--- config.mk ---
export PLATFORM = sky130hd
export DESIGN_NAME = inicia
export DESIGN_NICKNAME = d
export VERILOG_FILES = /design/src/rtl/inicia.sv
export SDC_FILE = /design/constraint.sdc
export NUM_CORES = 1
export LEC_CHECK = 0
export CORE_MARGIN = 5
export CORE_UTILIZATION = 33
export CTS_CLUSTER_DIAMETER = 40
export DETAILED_ROUTE_END_ITERATION = 8
export SYNTH_ARGS = -nofsm -noshare
export SYNTH_HDL_FRONTEND = slang
export SYNTH_SLANG_ARGS = --single-unit
--- constraint.sdc ---
create_clock -name clk -period 7.4 [get_ports clk]
set_input_delay 1.48 -clock clk [delete_from_list [all_inputs] [get_ports clk]]
set_output_delay 1.48 -clock clk [all_outputs]
set_load 0.05 [all_outputs]
--- src/rtl/inicia.sv ---
// inicia: after reset or a re-initialization request, writes a fixed six-entry
// table to an external RTC over a multiplexed address/data bus. Each entry is
// written in 24 cycles: a 10-cycle address phase, a 10-cycle data phase and a
// 4-cycle recovery. Every output is registered and is computed from the next
// state, so the strobes always line up with the displayed counter values.
module inicia (
    input  logic       clk,
    input  logic       reset,
    input  logic       date,
    input  logic       stime,
    input  logic       timer,
    output logic [7:0] AD,
    output logic [3:0] control,
    output logic [7:0] contador,
    output logic [1:0] cont,
    output logic [5:0] counter
);

    typedef enum logic [1:0] {
        PH_ADDR  = 2'd0,
        PH_DATA  = 2'd1,
        PH_RECOV = 2'd2,
        PH_IDLE  = 2'd3
    } phase_t;

    localparam logic [7:0] LAST_IDX  = 8'd5;
    localparam logic [7:0] IDLE_IDX  = 8'd6;
    localparam logic [5:0] LAST_CNT  = 6'd23;
    localparam logic [3:0] CTL_QUIET = 4'b1110;

    // Register address for each table entry.
    function automatic logic [7:0] tbl_addr(input logic [7:0] idx);
        logic [7:0] a;
        case (idx)
            8'd0:    a = 8'h02;
            8'd1:    a = 8'h02;
            8'd2:    a = 8'h10;
            8'd3:    a = 8'h00;
            8'd4:    a = 8'h01;
            8'd5:    a = 8'hF1;
            default: a = 8'h00;
        endcase
        return a;
    endfunction

    // Data value for each table entry.
    function automatic logic [7:0] tbl_data(input logic [7:0] idx);
        logic [7:0] d;
        case (idx)
            8'd0:    d = 8'h10;
            8'd1:    d = 8'h00;
            8'd2:    d = 8'hD2;
            8'd3:    d = 8'h00;
            8'd4:    d = 8'h00;
            8'd5:    d = 8'h00;
            default: d = 8'h00;
        endcase
        return d;
    endfunction

    // Phase implied by a cycle count inside one write.
    function automatic phase_t phase_of(input logic [5:0] cnt);
        phase_t p;
        if (cnt < 6'd10) begin
            p = PH_ADDR;
        end else if (cnt < 6'd20) begin
            p = PH_DATA;
        end else begin
            p = PH_RECOV;
        end
        return p;
    endfunction

    phase_t     phase_r;
    logic       start_r;     // set by reset: load idx0 on the first edge after release

    phase_t     nxt_phase_s;
    logic [7:0] nxt_idx_s;
    logic [5:0] nxt_cnt_s;
    logic [5:0] local_k_s;
    logic [7:0] nxt_ad_s;
    logic [3:0] nxt_ctl_s;
    logic       cs_n_s;
    logic       wr_n_s;
    logic       a_d_s;
    logic       req_s;

    assign cont  = phase_r;
    assign req_s = date | stime | timer;

    // Next state of the write sequencer; requests only matter while idle.
    always_comb begin
        nxt_phase_s = phase_r;
        nxt_idx_s   = contador;
        nxt_cnt_s   = counter;
        if (start_r) begin
            nxt_phase_s = PH_ADDR;
            nxt_idx_s   = 8'd0;
            nxt_cnt_s   = 6'd0;
        end else if (phase_r == PH_IDLE) begin
            if (req_s) begin
                nxt_phase_s = PH_ADDR;
                nxt_idx_s   = 8'd0;
                nxt_cnt_s   = 6'd0;
            end else begin
                nxt_phase_s = PH_IDLE;
                nxt_idx_s   = IDLE_IDX;
                nxt_cnt_s   = 6'd0;
            end
        end else if (counter >= LAST_CNT) begin
            nxt_cnt_s = 6'd0;
            if (contador >= LAST_IDX) begin
                nxt_idx_s   = IDLE_IDX;
                nxt_phase_s = PH_IDLE;
            end else begin
                nxt_idx_s   = contador + 8'd1;
                nxt_phase_s = PH_ADDR;
            end
        end else begin
            nxt_cnt_s   = counter + 6'd1;
            nxt_phase_s = phase_of(counter + 6'd1);
        end
    end

    // Bus value and strobes for the next state; bus is constant over a phase.
    always_comb begin
        local_k_s = 6'd0;
        nxt_ad_s  = 8'h00;
        a_d_s     = 1'b0;
        cs_n_s    = 1'b1;
        wr_n_s    = 1'b1;
        case (nxt_phase_s)
            PH_ADDR: begin
                local_k_s = nxt_cnt_s;
                nxt_ad_s  = tbl_addr(nxt_idx_s);
                a_d_s     = 1'b0;
                cs_n_s    = !((local_k_s >= 6'd1) && (local_k_s <= 6'd8));
                wr_n_s    = !((local_k_s >= 6'd2) && (local_k_s <= 6'd7));
            end
            PH_DATA: begin
                local_k_s = nxt_cnt_s - 6'd10;
                nxt_ad_s  = tbl_data(nxt_idx_s);
                a_d_s     = 1'b1;
                cs_n_s    = !((local_k_s >= 6'd1) && (local_k_s <= 6'd8));
                wr_n_s    = !((local_k_s >= 6'd2) && (local_k_s <= 6'd7));
            end
            default: begin
                local_k_s = 6'd0;
                nxt_ad_s  = 8'h00;
                a_d_s     = 1'b0;
                cs_n_s    = 1'b1;
                wr_n_s    = 1'b1;
            end
        endcase
        nxt_ctl_s = {cs_n_s, 1'b1, wr_n_s, a_d_s};
    end

    // State and output registers; reset aborts any write in progress at once.
    always_ff @(posedge clk or negedge reset) begin
        if (!reset) begin
            start_r  <= 1'b1;
            phase_r  <= PH_ADDR;
            contador <= 8'd0;
            counter  <= 6'd0;
            AD       <= 8'h00;
            control  <= CTL_QUIET;
        end else begin
            start_r  <= 1'b0;
            phase_r  <= nxt_phase_s;
            contador <= nxt_idx_s;
            counter  <= nxt_cnt_s;
            AD       <= nxt_ad_s;
            control  <= nxt_ctl_s;
        end
    end

endmodule

# Word level (Yosys, flattened, before mapping)
# Index checks and enable logic that the tools add are counted.
dict set report word_totals {
  regBits 28
  input_bits 5
  out_inout_bits 28
  wordCells 61
}
dict set report op_classes {
  add_sub_neg 3
  n_lt_le_gt_ge 12
  n_eq_ne 6
  mux 21
  bitwise_logic 2
  n_reduce_logical 11
}
# operator n
set op_table {}
lappend op_table {{two-way mux 8 bit} 4}
lappend op_table {{one-hot mux 8 bit (2 select lines)} 2}
lappend op_table {{one-hot mux 8 bit (4 select lines)} 1}
lappend op_table {{two-way mux 6 bit} 3}
lappend op_table {{equality test 8 x 3 -> 1 bit, second input constant} 2}
lappend op_table {{two-way mux 2 bit} 7}
lappend op_table {{greater-or-equal comparator 6 x 1 -> 1 bit, second input constant} 2}
lappend op_table {{greater-or-equal comparator 6 x 2 -> 1 bit, second input constant} 2}
lappend op_table {{<= comparator 6 x 3 -> 1 bit, second input constant} 2}
lappend op_table {{<= comparator 6 x 4 -> 1 bit, second input constant} 2}
lappend op_table {{adder 8 x 1 -> 8 bit, second input constant} 1}
lappend op_table {{equality test 8 x 1 -> 1 bit, second input constant} 1}
lappend op_table {{equality test 8 x 2 -> 1 bit, second input constant} 1}
lappend op_table {{greater-or-equal comparator 8 x 3 -> 1 bit, second input constant} 1}
lappend op_table {{logical NOT 8 bit} 1}
lappend op_table {{adder 6 x 1 -> 6 bit, second input constant} 1}
lappend op_table {{greater-or-equal comparator 6 x 5 -> 1 bit, second input constant} 1}
lappend op_table {{< comparator 6 x 4 -> 1 bit, second input constant} 1}
lappend op_table {{< comparator 6 x 5 -> 1 bit, second input constant} 1}
lappend op_table {{subtractor 6 x 4 -> 6 bit, second input constant} 1}
lappend op_table {{logical AND 1 bit} 4}
lappend op_table {{logical NOT 1 bit} 4}
lappend op_table {{one-hot mux 1 bit (2 select lines)} 2}
lappend op_table {{two-way mux 3 bit} 1}
lappend op_table {{other kinds (6)} 7}

# Depth between registers and ports, before layout
dict set report logic_depth {
  ltp_word 9
  ltp_mapped 11
}

# Worst setup path after synthesis
# No wires, ideal clock.
dict set report synth_path {
  path_type {register -> register}
  start {reg counter[0]}
  end {reg AD[0]}
  setup_time_ns 0.067
  arrival_time_ns 2.718
  required_ns 7.333
  slack_ns 4.616
  stages_incl_launch_ff 9
  n_path_buf 1
  path_cell_list {dfrtp_1 > ha_1 > buf_2 > a211oi_2 > nor4_1 > mux2i_1 > a21oi_1 > or3b_2 > and3b_1}
}
dict set report synth_via {
  elab_chain_len 9
  word_cells_on_any_way 22
  classes_between {add/sub: 1; order compare: 3; eq/ne: 5; mux: 10; reduce/logical: 3}
}
# item line_no
set synth_lines {}
lappend synth_lines {{start, declared} 16} ;# output logic [5:0] counter
lappend synth_lines {{start signal, assigned} 171} ;# counter <= nxt_cnt_s;
lappend synth_lines {{adder 6 x 1 -> 6 bit} 121} ;# nxt_phase_s = phase_of(counter + 6'd1);
lappend synth_lines {{< comparator 6 x 5 -> 1 bit} 66} ;# end else if (cnt < 6'd20) begin
lappend synth_lines {{two-way mux 2 bit} 66}
lappend synth_lines {{two-way mux 2 bit} 64} ;# if (cnt < 6'd10) begin
lappend synth_lines {{two-way mux 2 bit} 110} ;# end else if (counter >= LAST_CNT) begin
lappend synth_lines {{two-way mux 2 bit} 100} ;# end else if (phase_r == PH_IDLE) begin
lappend synth_lines {{two-way mux 2 bit} 96} ;# if (start_r) begin
lappend synth_lines {{equality test 2 x 1 -> 1 bit or logical NOT 2 bit (tied branches)} n/a}
lappend synth_lines {{one-hot mux 8 bit (2 select lines) (*)} 132} ;# case (nxt_phase_s)
lappend synth_lines {{named net nxt_ad_s[0]} 81} ;# logic [7:0] nxt_ad_s;
lappend synth_lines {{end signal, assigned} 172} ;# AD <= nxt_ad_s;
lappend synth_lines {{end, declared} 12} ;# output logic [7:0] AD,
# Mark *: on every way through the listed nets, which the timed path passes. The rest lies on a longest branch.

# Worst setup path after layout
dict set report layout_path {
  start {reg counter[2]}
  end {out counter[2]}
}
# No word-level cell between the ends.

==> impl_results.md <==
* Status: finished, final reports clean
* DRT Wirelength at between 3000 and 4000 um
* Die Width at 79.6 um
* Layout cells sized above 1 at 10.7%
* Rel. slew slack at between 60% and 70%
* P per Cell Area at 148 mW/mm^2
* Synth area leader: dfrtp_1
* Synth Cell Area at 0.00160 sq mm
* Largest net degree at the start of global routing at 26
* Final Setup Violations at 0
* 1st-pass router iterations at 4
* Sw Share at 31.5%
* Critical Path End Type: primary output
* Max Clk Rate at 302 MHz
* Psw at 0.0928 mW
* Area Overhead vs Synth at 24.7%
* Register area share after synthesis at about two fifths
* Most common cell in the netlist: dfrtp_1
* EDFF count, synth at 0
* Num CTS Buffers at 3
* Synth unique cells at 50
* TNS Setup at 0 ns
* CP arrival at 1.83 ns
* Synth top area share at 34.5%
* TritonCTS Sinks at 25
* Clock Tree Root: clkbuf_8
* Clk Latency, worst-skew pair at between 0.2 and 0.3 ns
* IO Port Bufs at 29
* Die ar. at 0.00633 sq mm
* Ports at 33
* RePlAce Congestion at between 0.8 and 0.9
* Met2 WL at between 1500 and 2000 um
* DRT met1 WL at about 1700 um
* DRC at 0
* Critical-path cell list: clkdlybuf4s50_1
* Int Pwr at 0.201 mW
* CTS max path bufs at 2
* Slowest CP cell: clkdlybuf4s50_1
* Routed vias at 1362
* Max incr delay on CP at around 0.90 ns
* Predominant post-synthesis flop cell: dfrtp_1
* Slew Limit Fails at 0
* Startpoint Class: flip-flop
* Least-Margin Pin Slew at 0.563 ns
* First-pass GRT wire length at 6290 um
* Largest delay contributor family on the critical path: buffers and inverters
* Critical path peak fanout at 16
* Sequential share of power at around half
* First-iteration detailed-routing DRC count at between 60 and 70
* Min Tclk post-route at 3.31 ns
* Design area at 0.00199 sq mm
* Multi-input gate area in the final layout at about 900 sq um
* Standard-cell rows at 25
* Leakage at 0.817 nW
* Reg clk slew, reported paths at roughly 0.090 ns
* Worst setup path class: flip-flop to primary output
* Synth cell count leaders: dfrtp_1 (22), nor2_1 (18), a21oi_1 (12), nand2_1 (12), o21ai_0 (10)
* Clock Power Share at approximately 29%
* Post-DP HPWL at 2820 um
* FF/Latch Area at approximately 630 sq um
* Met3 routed WL at 136 um
* Clk_skew at 0.00510 ns
* Final ANT Viol Nets at 0
* Post-CTS setup buffer count at 0
* FILL cells at 488
* Max_cap viols at 0
* Die span in y at 79.6 um
* Placed Area at 0.00194 sq mm
* Via-per-instance ratio at ~5
* WP buf/inv at 1
* Peak VDD IR at about 63 uV
* Grt ovf at 0
* Max layer used: met4
* Initial antenna violation count at 0
* Synth async-reset ratio at 100%
* Htree depth at 1
* Post-CTS Resized at 0
* CTS tree: done
* Core area at 0.00472 sq mm
* Fin crit share at 44.7%
* Yosys warning total at 0
* Starting Density at 33.8%
* Post-synthesis register bit count at 25
* Min-delay worst type: flip-flop to flip-flop
* Global Route Usage Sum at roughly 12%
* Cells after Synth at around 180
* Unrepaired setup endpoints after global routing: false
* DR WL/cell at 13.6 um
* Hold_buf cts at 0
* Synth Area per Inst at 9.02 sq um
* Top cells by area in the synthesized netlist: dfrtp_1 (34%), ha_1 (6.3%), dfstp_2 (4.9%), nor2_1 (4.2%), a21oi_1 (3.8%)
* Final hold violation count at 0
* Vias in the first global route at 1333
* Comb pwr share at 21.2%
* Ant. Diodes at 0
* Final nets at 220
* Req. time, crit path at around 5.9 ns
## metal layers
| metal | GRT usage [%] | vias up |
|---|---|---|
| li1 | - | 684 |
| met1 | 15.9 | 649 |
| met2 | 21.5 | 24 |
| met3 | 1.69 | 5 |
| met4 | 4.12 | 0 |
| met5 | 0 | - |
## kinds of logic after synthesis
| kind of cell | share of synthesized area [%] |
|---|---|
| adders and majority gates | 6.27 |
| DFF | 39.4 |
| AOI/OAI and AO/OA | 20.8 |
| other | 0.470 |
| muxes | 1.96 |
| buffers and inverters | 4.86 |
| xor gates and xnor gates | 3.29 |
| and+or+nand+nor | 23.0 |
## cell type report
cell class	instances	area share, %
Clock buffer	3	2.07
Timing Repair Buffer	30	15.0
Clock inverter	1	0.377
Multi-Input combinational cell	139	45.3
Tap cell	67	4.21
Inverter	8	1.51
Sequential cell	25	31.6
## registers in the layout, summed over array words and instances (netlist names)
name and cells:
AD 5, counter 6, cont 2, start_r 1, control 3, contador 8
## power groups by stage
stage | combinational (mW) | sequential (mW) | clock, mW
final | 0.0625 | 0.148 | 0.0840
after global routing | 0.0685 | 0.149 | 0.0941
after CTS | 0.0631 | 0.148 | 0.0895
after detailed placement | 0.0629 | 0.150 | 0
after global placement | 0.0627 | 0.150 | 0
after floorplan | 0.0303 | 0.164 | 0
## metrics by stage
step | setup WS (ns) | utilization (%) | hold WS, ns | std cells | power, mW
final | 4.09 | 42.1 | 0.596 | 273 | 0.294
after global routing | 4.01 | 42.1 | 0.654 | 273 | 0.311
after CTS | 4.08 | 42.1 | 0.613 | 273 | 0.300
after detailed placement | 4.41 | 41.1 | 0.589 | 269 | 0.213
after global placement | 4.43 | 41.1 | 0.552 | 269 | 0.213
after floorplan | 4.62 | - | 0.634 | 180 | 0.194
## final timing paths
check,startpoint,end,slack (ns),cells after the start
worst min register to register,contador[7]$_DFF_PN0_,contador[7]$_DFF_PN0_,0.60,2
min in group asynchronous,reset,contador[1]$_DFF_PN0_,1.56,2
worst max register to register,counter[0]$_DFF_PN0_,control[3]$_DFF_PN1_,4.52,9
worst max-delay path,counter[2]$_DFF_PN0_,counter[2],4.09,1
worst min-delay path,contador[7]$_DFF_PN0_,contador[7]$_DFF_PN0_,0.60,2
max in group asynchronous,reset,start_r$_DFF_PN1_,5.54,2
## placed cells by master (no fill, tap or decap), types with 3 or more instances in the layout
master / netlist / final
clkdlybuf4s50_1: 0 / 29
dfrtp_1: 22 / 22
nor2_1: 18 / 18
nand2_1: 12 / 12
a21oi_1: 12 / 12
o21ai_0: 10 / 10
nor3_1: 9 / 9
inv_1: 8 / 8
ha_1: 8 / 8
nand3_1: 7 / 7
conb_1: 2 / 5
and3_1: 4 / 4
a211oi_2: 3 / 3
nand2b_1: 3 / 3
xor2_1: 3 / 3
xnor2_1: 3 / 3
nand4_1: 3 / 3
clkbuf_8: 0 / 3
dfstp_2: 3 / 3
(Power assumes the default switching activity.)
